[src/rtl/mult_sequencer.sv]
// mult_sequencer: sequencing controller for a shift-add signed multiplier.
// Clears X:A, then runs WIDTH evaluate/shift steps driven by the multiplier LSB.
// Ports: Clk, Reset (async, active-low), LoadClr, Run, MBit (B[0]) in;
//        ClearXA, LoadB, ADD, SUB, SHIFT, Busy, Done out.
// Optional macro SKIP_ZERO_EN: a zero multiplier bit shifts in its EVAL cycle.
module mult_sequencer #(
  parameter int WIDTH    = 8,
  parameter bit RUN_HOLD = 1'b1
) (
  input  logic Clk,
  input  logic Reset,
  input  logic LoadClr,
  input  logic Run,
  input  logic MBit,
  output logic ClearXA,
  output logic LoadB,
  output logic ADD,
  output logic SUB,
  output logic SHIFT,
  output logic Busy,
  output logic Done
);

  localparam int CW = (WIDTH > 1) ? $clog2(WIDTH) : 1;
  localparam logic [CW-1:0] LAST = CW'(WIDTH - 1);

  localparam logic [2:0] S_IDLE  = 3'd0;
  localparam logic [2:0] S_CLEAR = 3'd1;
  localparam logic [2:0] S_EVAL  = 3'd2;
  localparam logic [2:0] S_SHIFT = 3'd3;
  localparam logic [2:0] S_DONE  = 3'd4;
  localparam logic [2:0] S_HOLD  = 3'd5;

  logic [2:0]    state_q, state_d;
  logic [CW-1:0] cnt_q, cnt_d;

  always_ff @(posedge Clk or negedge Reset) begin
    if (!Reset) begin
      state_q <= S_IDLE;
      cnt_q   <= '0;
    end else begin
      state_q <= state_d;
      cnt_q   <= cnt_d;
    end
  end

  always_comb begin
    state_d = state_q;
    cnt_d   = cnt_q;
    ClearXA = 1'b0;
    LoadB   = 1'b0;
    ADD     = 1'b0;
    SUB     = 1'b0;
    SHIFT   = 1'b0;
    Busy    = 1'b0;
    Done    = 1'b0;
    unique case (state_q)
      S_IDLE: begin
        // Reset qualifies the user command so outputs stay 0 in reset.
        if (LoadClr && Reset) begin
          ClearXA = 1'b1;
          LoadB   = 1'b1;
        end else if (Run) begin
          state_d = S_CLEAR;
        end
      end
      S_CLEAR: begin
        ClearXA = 1'b1;
        Busy    = 1'b1;
        cnt_d   = '0;
        state_d = S_EVAL;
      end
      S_EVAL: begin
        Busy = 1'b1;
        if (MBit) begin
          // The final multiplier bit carries negative weight.
          if (cnt_q == LAST) SUB = 1'b1;
          else               ADD = 1'b1;
          state_d = S_SHIFT;
        end else begin
`ifdef SKIP_ZERO_EN
          SHIFT = 1'b1;
          if (cnt_q == LAST) begin
            state_d = S_DONE;
          end else begin
            cnt_d   = cnt_q + CW'(1);
            state_d = S_EVAL;
          end
`else
          state_d = S_SHIFT;
`endif
        end
      end
      S_SHIFT: begin
        SHIFT = 1'b1;
        Busy  = 1'b1;
        if (cnt_q == LAST) begin
          state_d = S_DONE;
        end else begin
          cnt_d   = cnt_q + CW'(1);
          state_d = S_EVAL;
        end
      end
      S_DONE: begin
        Done = 1'b1;
        // Without hold, a still-high Run restarts straight away.
        if (RUN_HOLD)  state_d = S_HOLD;
        else if (Run)  state_d = S_CLEAR;
        else           state_d = S_IDLE;
      end
      S_HOLD: begin
        if (LoadClr && Reset) begin
          ClearXA = 1'b1;
          LoadB   = 1'b1;
        end else if (!Run) begin
          state_d = S_IDLE;
        end
      end
      default: state_d = S_IDLE;
    endcase
  end

endmodule
[config.mk]
export PLATFORM = sky130hd
export DESIGN_NAME = mult_sequencer
export DESIGN_NICKNAME = d
export VERILOG_FILES = /design/src/rtl/mult_sequencer.sv
export SDC_FILE = /design/constraint.sdc
export NUM_CORES = 1
export LEC_CHECK = 0
export CORE_AREA = 2 2 39 41
export CTS_CLUSTER_SIZE = 20
export DETAILED_ROUTE_END_ITERATION = 8
export DIE_AREA = 0 0 41 43
export GPL_ROUTABILITY_DRIVEN = 0
export PLACE_DENSITY = 0.6
export SYNTH_ARGS = -nofsm -noshare
export SYNTH_HDL_FRONTEND = slang
export SYNTH_SLANG_ARGS = --single-unit
[constraint.sdc]
create_clock -name Clk -period 1.3 [get_ports Clk]
set_input_delay 0.26 -clock Clk [delete_from_list [all_inputs] [get_ports Clk]]
set_output_delay 0.26 -clock Clk [all_outputs]
set_load 0.01 [all_outputs]
==> flow_metrics.env <==
export IMPL_outcome="complete, but fails checks"
export IMPL_failing_checks="setup timing"
export IMPL_fp_dieArea_um2=1760
export IMPL_critical_path_cell_chain="ha_2, ha_4, nor4bb_4, buf_2"
export IMPL_grt_use_met1=0.210
export IMPL_cp_arrival_ps=1400
export IMPL_crit_slowest_cell="sky130_fd_sc_hd__dfrtp_1"
export IMPL_critical_path_class="reg -> out"
export IMPL_post_cts_hold_buffer_count=0
export IMPL_finalClockSkew_ps=1.50
export IMPL_clock_sinks=6
export IMPL_placement_cell_area_um2=637
export IMPL_path_depth_of_the_worst_reg2reg_path=7
export IMPL_io_pins=12
export IMPL_cell_at_the_root_of_the_clock_tree="sky130_fd_sc_hd__clkbuf_4"
export IMPL_r2r_setup_slack_ps=-130
export IMPL_min_period_over_period=1.28
export IMPL_ys_warnings_count=0
export IMPL_final_instance_count_excl_fill=88
export IMPL_hpwl_um=769
export IMPL_clock_tree_htree_level_count=1
export IMPL_grt_busiest_layer="met2"
export IMPL_syn_avg_cell_area_um2=9.41
export IMPL_r2r_end="cnt_q[0]"
export IMPL_synth_area_um2=414
export IMPL_postSynthRegisterBits=6
export IMPL_clock_insertion_delay_worst_skew_ps=240
export IMPL_cts_tree="done"
export IMPL_timing_critical_path_required_ps=1040
export IMPL_dpl_cell_count=80
export IMPL_critical_path_top_delay_family="flip-flops"
export IMPL_detail_route_drc_violations=0
export IMPL_report_final_hold_viol_count=0
export IMPL_synthArstFlopShare=1.00
export IMPL_chipWidth_um=41
export IMPL_rows=14
export IMPL_antenna_found_initial=0
export IMPL_grt_met3_usage=0.0628
export IMPL_cellPowerDensity_nw_per_um2=2160
export IMPL_synth_yosys_seq_area_share=0.363
export IMPL_grt_first_pass_wirelength_um=1950
export IMPL_clock_pin_slew_reported_for_the_worst_setup_and_hold_paths_after_clock_tree_synthesis_ps=40
export IMPL_cp_capture_type="output pin"
export IMPL_setup_ws_ps=-361
export IMPL_layout_min_cycle_time_ps=1660
export IMPL_crit_fanout=2
export IMPL_grtUsageTotal=0.169
export IMPL_initial_core_util=0.299
export IMPL_drt_iter0_drc=6
export IMPL_synth_flop_cell="sky130_fd_sc_hd__dfrtp_1"
export IMPL_start_kind="register"
export IMPL_slew_headroom=0.874
export IMPL_hp_class="in -> async"
export IMPL_report_final_slew_viol_count=0
export IMPL_first_global_vias=446
export IMPL_drt_wirelength_per_cell_um=12.8
export IMPL_maxClockFrequency_ghz=0.602
export IMPL_tritoncts_buffers=3
export IMPL_setup_violations_final=11
export IMPL_drt_wl_total_um=1130
export IMPL_use_met2=0.256
export IMPL_nNetsFinal=81
export IMPL_drt_first_pass_iters=5
export IMPL_syn2layout_area_growth_pct=76.7
export IMPL_p_leak_nw=0.338
export IMPL_postSynthNetCount=51
export IMPL_number_of_enable_flip_flop_cells_after_synthesis=0
export IMPL_worst_setup_path_startpoint="cnt_q[0]"
export IMPL_vdd_drop_max_mv=1.00
export IMPL_share_of_cells_above_drive_strength_1=0.597
export IMPL_port_buffers=11
export IMPL_via_count=430
export IMPL_gr_total_overflow=0
export IMPL_vias_per_cell=4.89
export IMPL_netlist_cell_type_count=25
export IMPL_cap_viol_max_count=0
export IMPL_final_antenna_net_count=0
export IMPL_cpPeakStageDelay_ps=380
export IMPL_core_region_area_um2=1380
export IMPL_grt_setup_unrepaired="yes"
export IMPL_die_h_um=43
export IMPL_finalInstanceArea_um2=732
export IMPL_max_slew_worst_pin_slew_ps=189
export IMPL_maximum_number_of_pins_on_one_net_before_global_route_repair=9
export IMPL_final_core_utilization=0.529
export IMPL_total_buffers_and_inverters_traversed_by_the_critical_path=1
export IMPL_r2r_start="cnt_q[0]"
export IMPL_postSynthCellCount=44
export IMPL_ctsLongestPathBuffers=2
export IMPL_n_antenna_cell=0
==> what timing repair did <==
action	4_1_cts	5_1_grt
resized for setup	43	3
hold endpoints to repair	0	0
pin swaps	14	1
endpoints found under the setup margin	11	12
buffers inserted	5	0
==> cell families (layout without fill, tap and decap cells) <==
logic type               after synthesis  count (layout)  synth area share
XOR/XNOR                               1               1            0.0212
AO/OA/AOI/OAI                          8               8             0.118
AND/OR/NAND/NOR                       22              22             0.338
buffers and inverters                  4              32            0.0755
flip-flops                             6               6             0.363
adder cells (fa/ha/maj)                3               3            0.0846
==> routing by layer <==
| layer | share of wire | vias to the layer above |
|---|---|---|
| met5 | 0 | - |
| met1 | 0.41 | 208 |
| met2 | 0.55 | 9 |
| met4 | 0 | 0 |
| met3 | 0.036 | 0 |
| li1 | - | 213 |
==> final cells by class <==
class / instances / area (um^2)
Clock buffer: 3 / 22.5
Fill cell: 135 / 652
Multi-Input combinational cell: 34 / 305
Tap cell: 16 / 20.0
Timing Repair Buffer: 28 / 229
Sequential cell: 6 / 151
Inverter: 1 / 3.75
==> placed cells by master, fill, tap and decap left out, types with 2 or more instances in the layout <==
cell type,n
sky130_fd_sc_hd__dlygate4sd2_1,3
sky130_fd_sc_hd__clkbuf_4,3
sky130_fd_sc_hd__nand2_1,3
sky130_fd_sc_hd__and2_1,2
sky130_fd_sc_hd__dfrtp_1,5
sky130_fd_sc_hd__nor2_1,2
sky130_fd_sc_hd__clkdlybuf4s50_1,2
sky130_fd_sc_hd__buf_2,5
sky130_fd_sc_hd__o21ai_2,4
sky130_fd_sc_hd__buf_6,5
sky130_fd_sc_hd__o21ai_1,2
sky130_fd_sc_hd__buf_4,12
==> registers in the layout, indices dropped and copies added, names as in the netlist <==
name     cells
cnt_q        3
state_q      3
==> stage by stage <==
step	hold WS [ps]	total power, W	setup TNS, ps	setup slack, ps
after floorplan	-35.6	0.000852	0	1.57
after global routing	81.7	0.00173	-2740	-423
after global placement	510	0.00120	-3790	-758
after CTS	79.9	0.00156	-2120	-385
final	79.5	0.00158	-2040	-361
after detailed placement	532	0.00122	-3880	-755
==> where the power goes <==
group          leakage (nW)  internal (W)  switching (W)
combinational         0.252      0.000606       0.000469
clock                0.0138      0.000104      0.0000647
sequential           0.0718      0.000272      0.0000675
==> Yosys cell counts, types with 2 or more instances <==
master / count / area share
sky130_fd_sc_hd__dfrtp_1: 6 / 0.36
sky130_fd_sc_hd__nand2_1: 4 / 0.036
sky130_fd_sc_hd__o21ai_0: 3 / 0.036
sky130_fd_sc_hd__nor3_1: 2 / 0.024
sky130_fd_sc_hd__and2_1: 3 / 0.045
sky130_fd_sc_hd__o21ai_1: 3 / 0.036
sky130_fd_sc_hd__ha_1: 2 / 0.060
sky130_fd_sc_hd__buf_6: 2 / 0.054
sky130_fd_sc_hd__nor2_1: 3 / 0.027
==> worst register-to-register path: cells and delay by family (launching register included) <==
family / cells / cell delay (ps)
DFF: 1 / 380
adders and majority gates: 2 / 370
buffers and inverters: 2 / 220
AOI/OAI and AO/OA: 2 / 200
and+or+nand+nor: 1 / 150
==> worst max path at each step <==
| stage | to | cells past startpoint | slack [ps] |
|---|---|---|---|
| after floorplan | ADD | 3 | 2 |
| after global placement | ClearXA | 5 | -760 |
| after detailed placement | ClearXA | 5 | -760 |
| after CTS | ADD | 4 | -380 |
| after global routing | ADD | 4 | -420 |
| final | ADD | 4 | -360 |
(Power assumes the default switching activity.)
